### src/rtl/alu_exec_stage_pkg.sv
// Shared definitions for the execute stage: width defaults (kept in step with
// the register file), opcode values and FSM state encodings.
package alu_exec_stage_pkg;

  localparam int unsigned DSIZE_DEF = 16;
  localparam int unsigned RSIZE_DEF = 4;

  typedef enum logic [2:0] {
    OP_ADD = 3'b000,
    OP_SUB = 3'b001,
    OP_AND = 3'b010,
    OP_OR  = 3'b011,
    OP_SLL = 3'b100,
    OP_SRL = 3'b101,
    OP_MUL = 3'b110,
    OP_RSV = 3'b111
  } op_e;

  typedef enum logic [1:0] {
    ST_IDLE = 2'd0,
    ST_MUL  = 2'd1,
    ST_WB   = 2'd2
  } state_e;

endpackage

### src/rtl/alu_exec_stage_alu_comb.sv
// Purely combinational single-cycle ALU. MUL and reserved opcodes yield 0 here;
// the multi-cycle multiply lives in alu_exec_stage.
module alu_comb
  import alu_exec_stage_pkg::*;
#(
  parameter int unsigned DSIZE = DSIZE_DEF
) (
  input  logic [2:0]       op,
  input  logic [DSIZE-1:0] a,
  input  logic [DSIZE-1:0] b,
  output logic [DSIZE-1:0] result
);

  localparam int unsigned SH = $clog2(DSIZE);

  logic [SH-1:0] shamt;

  assign shamt = b[SH-1:0];

  always_comb begin
    result = '0;
    case (op)
      OP_ADD:  result = a + b;
      OP_SUB:  result = a - b;
      OP_AND:  result = a & b;
      OP_OR:   result = a | b;
      OP_SLL:  result = a << shamt;
      OP_SRL:  result = a >> shamt;
      default: result = '0;
    endcase
  end

endmodule

### src/rtl/alu_exec_stage.sv
// Execute stage: one ALU op per Start, registered write-back to the register file.
// Define ALU_MUL_EN to build the multi-cycle shift-add MUL for opcode 110.
module alu_exec_stage
  import alu_exec_stage_pkg::*;
#(
  parameter int unsigned DSIZE = DSIZE_DEF,
  parameter int unsigned RSIZE = RSIZE_DEF
) (
  input  logic             Clock,
  input  logic             Reset,
  input  logic             Start,
  input  logic [2:0]       Op,
  input  logic [DSIZE-1:0] OpA,
  input  logic [DSIZE-1:0] OpB,
  input  logic [RSIZE-1:0] DstAddr,
  output logic             Busy,
  output logic             Done,
  output logic             Zero,
  output logic             Wen,
  output logic [RSIZE-1:0] WAddr,
  output logic [DSIZE-1:0] WData
);

  state_e state_q, state_d;

  logic [DSIZE-1:0] alu_res;
  logic [DSIZE-1:0] res_q;
  logic [RSIZE-1:0] dst_q;
  logic             done_q;
  logic             zero_q;
  logic [RSIZE-1:0] waddr_q;
  logic [DSIZE-1:0] wdata_q;

`ifdef ALU_MUL_EN
  localparam int unsigned CW = $clog2(DSIZE + 1);

  logic [DSIZE-1:0] mcand_q;
  logic [DSIZE-1:0] mplier_q;
  logic [CW-1:0]    cnt_q;
`endif

  alu_comb #(.DSIZE(DSIZE)) u_alu (
    .op     (Op),
    .a      (OpA),
    .b      (OpB),
    .result (alu_res)
  );

  always_ff @(posedge Clock) begin
    if (!Reset) state_q <= ST_IDLE;
    else        state_q <= state_d;
  end

  always_comb begin
    state_d = state_q;
    unique case (state_q)
      ST_IDLE: begin
        if (Start) begin
          state_d = ST_WB;
`ifdef ALU_MUL_EN
          if (Op == OP_MUL) state_d = ST_MUL;
`endif
        end
      end
      ST_MUL: begin
`ifdef ALU_MUL_EN
        // Last iteration: counter is about to reach 0.
        if (cnt_q == CW'(1)) state_d = ST_WB;
`else
        state_d = ST_IDLE;
`endif
      end
      ST_WB:   state_d = ST_IDLE;
      default: state_d = ST_IDLE;
    endcase
  end

  // res_q doubles as the MUL accumulator so WB has a single result source.
  always_ff @(posedge Clock) begin
    if (!Reset) begin
      res_q    <= '0;
      dst_q    <= '0;
      done_q   <= 1'b0;
      zero_q   <= 1'b0;
      waddr_q  <= '0;
      wdata_q  <= '0;
`ifdef ALU_MUL_EN
      mcand_q  <= '0;
      mplier_q <= '0;
      cnt_q    <= '0;
`endif
    end else begin
      done_q <= 1'b0;
      unique case (state_q)
        ST_IDLE: begin
          if (Start) begin
            dst_q <= DstAddr;
            res_q <= alu_res;
`ifdef ALU_MUL_EN
            if (Op == OP_MUL) begin
              mcand_q  <= OpA;
              mplier_q <= OpB;
              res_q    <= '0;
              cnt_q    <= CW'(DSIZE);
            end
`endif
          end
        end
        ST_MUL: begin
`ifdef ALU_MUL_EN
          if (mplier_q[0]) res_q <= res_q + mcand_q;
          mcand_q  <= mcand_q << 1;
          mplier_q <= mplier_q >> 1;
          cnt_q    <= cnt_q - CW'(1);
`endif
        end
        ST_WB: begin
          done_q  <= 1'b1;
          wdata_q <= res_q;
          waddr_q <= dst_q;
          zero_q  <= (res_q == '0);
        end
        default: ;
      endcase
    end
  end

  assign Busy  = (state_q != ST_IDLE);
  assign Done  = done_q;
  assign Wen   = done_q;
  assign Zero  = zero_q;
  assign WAddr = waddr_q;
  assign WData = wdata_q;

endmodule

### config.mk
export PLATFORM = sky130hd
export DESIGN_NAME = alu_exec_stage
export DESIGN_NICKNAME = d
export VERILOG_FILES = /design/src/rtl/alu_exec_stage_pkg.sv /design/src/rtl/alu_exec_stage_alu_comb.sv /design/src/rtl/alu_exec_stage.sv
export SDC_FILE = /design/constraint.sdc
export NUM_CORES = 1
export LEC_CHECK = 0
export ABC_AREA = 1
export BUFFER_PORTS_ARGS = -buffer_cell sky130_fd_sc_hd__buf_2
export CAP_MARGIN = 30
export CELL_PAD_IN_SITES_DETAIL_PLACEMENT = 0
export CELL_PAD_IN_SITES_GLOBAL_PLACEMENT = 2
export CORE_MARGIN = 2
export CORE_UTILIZATION = 32
export DETAILED_ROUTE_END_ITERATION = 8
export GPL_TIMING_DRIVEN = 0
export PLACE_DENSITY = 0.83
export REMOVE_ABC_BUFFERS = 1
export SLEW_MARGIN = 20
export SYNTH_ARGS = -nofsm -noshare
export SYNTH_HDL_FRONTEND = slang
export SYNTH_SLANG_ARGS = --single-unit
### constraint.sdc
create_clock -name Clock -period 6.4 [get_ports Clock]
set_input_delay 0.64 -clock Clock [delete_from_list [all_inputs] [get_ports Clock]]
set_output_delay 0.64 -clock Clock [all_outputs]
set_load 0.005 [all_outputs]
# [Yosys cells after proc, flatten, opt, wreduce, memory -nomap -nowiden]
# Cells that the tools add are included.
[totals] ff_bits=43 in_bits=42 out_inout_bits=24 word_cells=25
[op_classes] add_sub_neg=2 eq_ne=5 shifts=2 n_mux=2 n_bitwise=2 n_reduce_logical=5
[op_table] operator="one-hot mux 16 bit (6 select lines)" count=1
[op_table] operator="adder 16 bit" count=1
[op_table] operator="AND 16 bit" count=1
[op_table] operator="zero test 16 bit" count=1
[op_table] operator="bitwise OR 16 bit" count=1
[op_table] operator="<< shifter 16 x 4 -> 16 bit" count=1
[op_table] operator=">> shifter 16 x 4 -> 16 bit" count=1
[op_table] operator="subtractor 16 bit" count=1
[op_table] operator="== test 3 x 2 -> 1 bit (second input constant)" count=2
[op_table] operator="== test 3 bit (second input constant)" count=2
[op_table] operator="AND reduction 2 bit" count=2
[op_table] operator="== test 3 x 1 -> 1 bit (second input constant)" count=1
[op_table] operator="zero test 3 bit" count=1
[op_table] operator="zero test 2 bit" count=1
[op_table] operator="two-way mux 1 bit" count=1

# [Longest topological paths before layout]
# Gate-level depths: netlist (run 1).
[logic_depth] word_depth=2 mapped_depth=24 ltp_nobuf=22

# [Modules after synthesis]
# A second synthesis (run 1) with hierarchy kept.
[unflattened] cells_unflattened=788 hier_area_um2=4605.7
[by_module_without_submodules] module="alu_comb" n_inst=1 cells_each=614 area_per_inst_um2=3026.7 seq_area_each_um2=0.0
[by_module_without_submodules] module="alu_exec_stage" n_inst=1 cells_each=174 area_per_inst_um2=1579.0 seq_area_each_um2=860.8

# [Worst setup path before layout (run 1)]
# No wires, ideal clock.
[synth_path] path_kind="input to register" startpoint="input OpB[0]" endpoint="register res_q[13]" setup_ns=0.070 t_arrival_ns=2.970 t_required_ns=6.330 slack_ns=3.360 cell_stages=19 n_path_buf=2 path_cell_list="buf_4 inv_4 buf_4 ha_1 nand3_1 nor3_2 nand2_1 o31ai_1 xor2_1 ha_1 a21oi_1 o21ai_0 a21oi_1 nand2_1 nand2_1 nand3_1 nand2_1 nand2_1 a21oi_1"
[synth_between] elab_chain_cells=2 word_cells_on_any_way=5 cone_classes="add/sub (2); shift (2); mux (1)"
[synth_lines] element="start: declaration" line_no="alu_exec_stage.sv:14" source="input logic [DSIZE-1:0] OpB,"
[synth_lines] element="subtractor 16 bit, or another cell as far along" line_no="alu_exec_stage_alu_comb.sv:24" source="OP_SUB: result = a - b;"
[synth_lines] element="one-hot mux 16 bit (6 select lines) (*)" line_no="alu_exec_stage_alu_comb.sv:22" source="case (op)"
[synth_lines] element="end signal: assignment" line_no="alu_exec_stage.sv:98" source="res_q <= alu_res;"
[synth_lines] element="end: declaration" line_no="alu_exec_stage.sv:27" source="logic [DSIZE-1:0] res_q;"
# Every way passes the cells marked *; elsewhere a longest branch is shown, timed or not.
# A chain may end at the register's enable or synchronous reset.

# [Worst setup path in the final report (run 1)]
[layout_path] startpoint="input OpB[2]" endpoint="register res_q[15]"
# The elaborated chain is that of the path after synthesis.

==> out/qor.csv, run 1 <==
stage;metric;value;unit
synth;yosys.area.top_type;nand2_1;
clock_tree;clockBufferDepth;2;
finish;multi_input_area;0.00304;sq mm
finish;register_area;861;sq um
floorplan;start_util;32.4;%
sta;post-route-min-period;4.05;ns
detailed_routing;drtIter0Drc;379;
worst_setup_path;required;6.61;ns
clock_tree;clock-sinks;43;
floorplan;core-area;0.0137;sq mm
finish;diodes;0;
sta;worst_pin_slew;0.793;ns
synth;synthArstFlopShare;0;%
worst_setup_path;cp-start-kind;input port;
clock_tree;cts_setup_buffers;0;
sta;slew_viol_final;0;
detailed_routing;drc_errors;0;
finish;design_area;0.00500;sq mm
sta;hold_violations;0;
worst_setup_path;crit_type;in2reg;
synth;synthDistinctLibCells;42;
clock_tree;ctsRootBufferMaster;clkbuf_16;
sta;relSlewSlack;47.0;%
clock_tree;hold_buffers;0;
worst_setup_path;startpoint;OpB[2];
synth;yosys.cell_count.top_type;nand2_1;
worst_setup_path;worstPathMaxFanout;28;
power;ir_worst_vdd;101;uV
floorplan;ioPinCount;66;
detailed_routing;dr.pass1.iters;5;
synth;syn_inst;789;
synth;synth_area;0.00444;sq mm
clock_tree;path_clk_slew;0.06;ns
detailed_routing;ant_nets;0;
finish;fillCellCount;1615;
detailed_routing;vias;5179;
synth;ys.flop_type;dfxtp_1;
detailed_routing;wl_per_cell;16.0;microns
status;status;finished, final reports clean;
clock_tree;cts_tree;built;
worst_setup_path;worst_r2r_endpoint;dst_q[0];
synth;netlist.area_leader.share;22.2;%
synth;synth_edf_count;0;
flow_run;max_cap_viol_count;0;
placed_design;numPlacedInstances;1007;
synth;ys_seq_elements;43;
worst_setup_path;rrSetupSlack;4.54;ns
detailed_routing;viasPerCell;5.10;
global_routing;grt_usage;21.7;%
clock_tree;cts_buffers;5;
sta;setup_tns;0;ns
synth;yosysWarnings;0;
power;p_per_area;174;mW/mm^2
sta;hold-worst-slack;0.451;ns
power;leakagePower;2.52;nW
global_routing;grt_antenna_before_repair;0;
hold_path;min_path_type;reg2reg;
placed_design;gp_congestion;0.949;
worst_setup_path;reg2reg_from;state_q[1];
synth;yosys-top-cells-count;nand2_1, inv_1, nand3_1;
synth;synthTopCellsByArea;nand2_1, dfxtp_1, nand3_1, inv_1, a21oi_1;
clock_tree;clk-insertion-delay-late;0.28;ns
global_routing;first_global_vias;4786;
global_routing;grt_max_degree;33;
sta;fin_skew;0.00175;ns
detailed_routing;wl;16.3;mm
finish;area_growth;12.5;%
floorplan;dieArea;0.0148;sq mm
global_routing;grt_pass1_wl;25.0;mm
synth;synth.avg_cell_area;5.63;sq um
sta;max_freq;0.247;GHz
global_routing;grt.overflow.total;0;
sta;rsz0062_at_grt;false;
finish;fin_cells;1015;
sta;finalCritPeriodShare;63.2;%
placed_design;dp_hpwl;13.1;mm
clock_tree;htreeDepth;2;
finish;drive_above_1_share;11.9;%
finish;nets;896;
clock_tree;post_cts_resized;0;
synth;seq_area_frac_synth;19.4;%
placed_design;dpl_cell_area;0.00484;sq mm
worst_setup_path;worstPathArrival;4.26;ns
sta;setup_violations;0;
floorplan;rows;43;
worst_setup_path;crit_end;res_q[15];
placed_design;numPortBuffers;65;
floorplan;die_w;122;microns
floorplan;die_h;122;microns
worst_setup_path;cp-end-kind;register;
worst_setup_path;r2r_cells;4;
-- sequential cells by signal, indices dropped and copies added, names as in the netlist --
register and cells:
state_q 1, res_q 16, Done 1, dst_q 4
WData 16, Zero 1, WAddr 4
-- critical path, cell delays in order --
cell,delay [ns]
buf_2,0.30
inv_1,0.68
nand3_1,0.27
nor3_2,0.23
nand2_1,0.14
o31ai_1,0.29
xor2_1,0.13
ha_1,0.39
nand2_1,0.13
nor3_1,0.24
nand2_1,0.07
nand2_1,0.09
inv_1,0.04
nand2_1,0.05
nand3_1,0.14
nand2_1,0.18
nand2_1,0.07
a21oi_1,0.13
-- area by class of cell --
class / instances / area share [%]
Multi-Input combinational cell: 615 / 60.8
Clock buffer: 8 / 3.13
Inverter: 104 / 7.86
Timing Repair Buffer: 65 / 6.51
Tap cell: 180 / 4.51
Sequential cell: 43 / 17.2
-- routing by layer --
metal / GRT usage (%) / wire [microns] / vias to the layer above
li1: - / - / 2650
met1: 28.5 / 7480 / 2335
met2: 37.1 / 7580 / 166
met3: 1.45 / 698 / 28
met4: 8.19 / 512 / 0
met5: 0 / 0 / -
-- power breakdown --
group	total, mW	internal [mW]	leakage (nW)	switching, mW
Clock	0.257	0.166	0.0772	0.0915
Sequential	0.287	0.280	0.350	0.00677
Combinational	0.327	0.105	2.10	0.222
-- cells by family after synthesis --
kind of cell / Yosys count / share of synthesized area (%)
and+or+nand+nor: 423 / 40.2
DFF: 43 / 19.4
buffers and inverters: 131 / 12.3
AOI/OAI and AO/OA: 156 / 19.1
adders and majority gates: 22 / 6.26
xor gates and xnor gates: 14 / 2.76
-- worst min path at each step --
| stage | startpoint | endpoint | slack (ns) | depth (start not counted) |
|---|---|---|---|---|
| 6_report | dst_q[2] | dst_q[2] | 0.45 | 2 |
| 5_1_grt | dst_q[2] | dst_q[2] | 0.48 | 2 |
| 4_1_cts | dst_q[2] | dst_q[2] | 0.46 | 2 |
| 3_5_place_dp | dst_q[0] | dst_q[0] | 0.45 | 2 |
| 3_3_place_gp | dst_q[0] | dst_q[0] | 0.44 | 2 |
| 2_1_floorplan | dst_q[0] | dst_q[0] | 0.43 | 2 |
-- cell usage in the layout, fill, tap and decap left out, drive strengths merged --
master  instances
nand2         265
inv           104
nand3          71
a21oi          67
buf            65
o21ai          59
nor2           57
dfxtp          43
ha             19
xor2           13
nor3           10
o22ai           9
clkbuf          8
nand3b          7
nand4           6
o21a            5
o211ai          5
or2             5
a31oi           3
o31ai           2
maj3            2
a211oi          2
nor4            2
xnor2           1
a21o            1
a22oi           1
o32ai           1
o211a           1
fa              1
-- per-stage QoR --
step	util (%)	setup slack, ns	power, mW
final	36.4	2.35	0.871
after CTS	36.4	2.39	0.876
after detailed placement	35.3	2.09	0.616
after global placement	35.3	2.04	0.614
after floorplan	-	3.45	0.501
after global routing	36.4	1.97	0.929
Note: power is estimated with default switching activity, not from simulation.
==> run 2: changes to the inputs <==
--- a/config.mk
+++ b/config.mk
@@ -11,10 +11,10 @@
 export CELL_PAD_IN_SITES_DETAIL_PLACEMENT = 0
 export CELL_PAD_IN_SITES_GLOBAL_PLACEMENT = 2
 export CORE_MARGIN = 2
-export CORE_UTILIZATION = 32
+export CORE_UTILIZATION = 30
 export DETAILED_ROUTE_END_ITERATION = 8
 export GPL_TIMING_DRIVEN = 0
-export PLACE_DENSITY = 0.83
+export PLACE_DENSITY = 0.78
 export REMOVE_ABC_BUFFERS = 1
 export SLEW_MARGIN = 20
 export SYNTH_ARGS = -nofsm -noshare
==> constraint.sdc (replaced) <==
create_clock -name Clock -period 4 [get_ports Clock]
set_input_delay 0.4 -clock Clock [delete_from_list [all_inputs] [get_ports Clock]]
set_output_delay 0.4 -clock Clock [all_outputs]
set_load 0.005 [all_outputs]
==> run 2 against run 1 <==
Against the previous run:
- sequential power rose by 60%
- final cell count rose by 0.49%
- clock skew grew 0.0040 ns
- critical path depth grew 3
- via count is 0.58% higher
- global-route usage decreased by 1.0 points
- cell area grew 0.28%
- combinational power increased by 60%
- die area is 6.4% higher
- total power grew 61%
- largest power group unchanged
- worst hold slack lost 0.070 ns
- sequential share of layout area about the same
==> out/qor.csv, run 2 (synthesized netlist as in run 1, its figures left out) <==
stage;metric;value;unit;change
status;status;finished, final reports clean;;unchanged
worst_setup_path;cpLargestDelayFamily;simple AND/OR/NAND/NOR gates;;unchanged
clock_tree;clockBufferDepth;2;;unchanged
placed_design;numPortBuffers;65;;unchanged
detailed_routing;drtIter0Drc;294;;was 379
sta;worst_pin_slew;0.735;ns;was 0.793 ns
worst_setup_path;worstPathMaxFanout;32;;was 28
placed_design;dp_hpwl;13.3;mm;was 13.1 mm
worst_setup_path;cpMostUsedCell;nand2_1;;unchanged
clock_tree;ctsRootBufferMaster;clkbuf_16;;unchanged
sta;hold_violations;0;;unchanged
finish;mostFrequentLayoutCell;nand2_1;;unchanged
floorplan;die_h;126;microns;was 122 microns
global_routing;grt_max_degree;33;;unchanged
detailed_routing;wl_per_cell;16.4;microns;was 16.0 microns
floorplan;rows;44;;was 43
worst_setup_path;slowest_delay;0.50;ns;was 0.68 ns
sta;finalCritPeriodShare;90.1;%;
finish;drive_above_1_share;12.1;%;was 11.9%
worst_setup_path;required;4.21;ns;was 6.61 ns
worst_setup_path;cp_cell_sequence;buf_2 -> inv_2 -> ha_1 -> nand3_1 -> nor3_2 -> a31oi_1 -> xor2_1 -> inv_1 -> ha_1 -> nand2_1 -> inv_1 -> nand2_1 -> nor3_1 -> nand2_1 -> nand2_1 -> inv_1 -> nand2_1 -> nand3_1 -> nand2_1 -> nand2_1 -> a21oi_1;;was buf_2 -> inv_1 -> nand3_1 -> nor3_2 -> nand2_1 -> o31ai_1 -> xor2_1 -> ha_1 -> nand2_1 -> nor3_1 -> nand2_1 -> nand2_1 -> inv_1 -> nand2_1 -> nand3_1 -> nand2_1 -> nand2_1 -> a21oi_1
hold_path;min_path_type;in2reg;;was reg2reg
global_routing;grt_pass1_wl;26.1;mm;was 25.0 mm
floorplan;dieArea;0.0158;sq mm;was 0.0148 sq mm
detailed_routing;viasPerCell;5.11;;was 5.10
clock_tree;clock-sinks;43;;unchanged
finish;mostFrequentLayoutCells;nand2_1, inv_1, nand3_1;;unchanged
placed_design;gp_congestion;0.935;;was 0.949
sta;post-route-min-period;3.60;ns;
floorplan;ioPinCount;66;;unchanged
global_routing;grt_antenna_before_repair;0;;unchanged
finish;area_growth;12.8;%;was 12.5%
worst_setup_path;cp-start-kind;input port;;unchanged
clock_tree;path_clk_slew;0.06;ns;about the same
placed_design;dpl_cell_area;0.00484;sq mm;about the same
finish;fin_cells;1020;;was 1015
flow_run;max_cap_viol_count;0;;unchanged
clock_tree;clk-insertion-delay-late;0.28;ns;about the same
sta;setup_tns;0;ns;unchanged
floorplan;die_w;126;microns;was 122 microns
detailed_routing;drc_errors;0;;unchanged
sta;slew_viol_final;0;;unchanged
floorplan;start_util;30.7;%;was 32.4%
finish;fillCellCount;1686;;was 1615
worst_setup_path;cp_slowest_cell;buf_2;;was inv_1
sta;setup_violations;0;;unchanged
clock_tree;cts_buffers;5;;unchanged
worst_setup_path;worstPathArrival;3.81;ns;was 4.26 ns
power;leakagePower;2.52;nW;about the same
global_routing;grt_usage;20.7;%;was 21.7%
finish;nets;897;;was 896
detailed_routing;ant_nets;0;;unchanged
global_routing;grt.overflow.total;0;;unchanged
global_routing;first_global_vias;4905;;was 4786
power;ir_worst_vdd;131;uV;was 101 uV
sta;rsz0062_at_grt;false;;unchanged
detailed_routing;vias;5209;;was 5179
detailed_routing;wl;16.8;mm;was 16.3 mm
power;p_per_area;279;mW/mm^2;was 174 mW/mm^2
worst_setup_path;crit_type;in2reg;;unchanged
clock_tree;hold_buffers;0;;unchanged
floorplan;core-area;0.0145;sq mm;was 0.0137 sq mm
finish;fin_util;34.6;%;was 36.4%
detailed_routing;dr.pass1.iters;6;;was 5
clock_tree;cts_tree;built;;unchanged
sta;max_freq;0.277;GHz;
clock_tree;htreeDepth;2;;unchanged
worst_setup_path;cp-end-kind;register;;unchanged
worst_setup_path;crit_buf_inv;5;;was 3
finish;diodes;0;;unchanged
placed_design;numPlacedInstances;1011;;was 1007
sta;relSlewSlack;51.0;%;was 47.0%
finish;design_area;0.00501;sq mm;was 0.00500 sq mm
clock_tree;cts_setup_buffers;0;;unchanged
sta;fin_skew;0.00576;ns;was 0.00175 ns
[run 2: cell count changes in the layout (fill, tap and decap cells not counted), sizes merged]
cell,delta
inv,-1
clkinvlp,+2
[run 2: final cells by class]
type	instances	area, sq um	share of cell area, %
inverters	104	397	7.92
well taps	184	230	4.59
multi-input cells	615	3040	60.6
clock buffers	8	156	3.12
repair buffers	65	325	6.49
flip-flops and latches	43	861	17.2
repair inverters	1	5.00	0.0999
[run 2: power by group]
part	internal [mW]	switching (mW)
registers	0.449	0.0108
clock network	0.265	0.152
logic	0.168	0.355
[run 2: what timing repair did]
item,4_1_cts,5_1_grt
setup endpoints to repair,0,2
endpoints found under the hold margin,0,0
resized for setup,0,1
[run 2: through the flow]
stage / total power [mW] / worst slack, ns / hold WS, ns
final: 1.40 / 0.396 / 0.381
after global routing: 1.50 / 0.0428 / 0.410
after CTS: 1.41 / 0.243 / 0.364
after detailed placement: 0.987 / -0.0605 / 0.446
after global placement: 0.983 / -0.0475 / 0.439
after floorplan: 0.802 / 1.29 / 0.429
[run 2: worst reg2reg max path: stages (launching register included)]
cell     delay (ns)
dfxtp_1        0.34
nor2_2         0.56
inv_1          0.53
o21ai_0        0.31
a21oi_1        0.06
[run 2: worst paths after layout]
kind,startpoint,endpoint,slack (ns),cells after the start
max,OpB[1],res_q[15],0.40,21
min,Start,state_q[1],0.38,3
max reg2reg,state_q[1],dst_q[3],2.07,4
min reg2reg,dst_q[2],dst_q[2],0.45,2
[run 2: metal layers]
| metal | routed length [microns] | share of wire [%] | GRT usage [%] | up-vias |
|---|---|---|---|---|
| met4 | 343 | 2.0 | 5.62 | 0 |
| met1 | 7800 | 47 | 28.4 | 2358 |
| met3 | 851 | 5.1 | 1.36 | 21 |
| met5 | 0 | 0 | 0 | - |
| met2 | 7770 | 46 | 35.0 | 172 |
| li1 | - | - | - | 2658 |
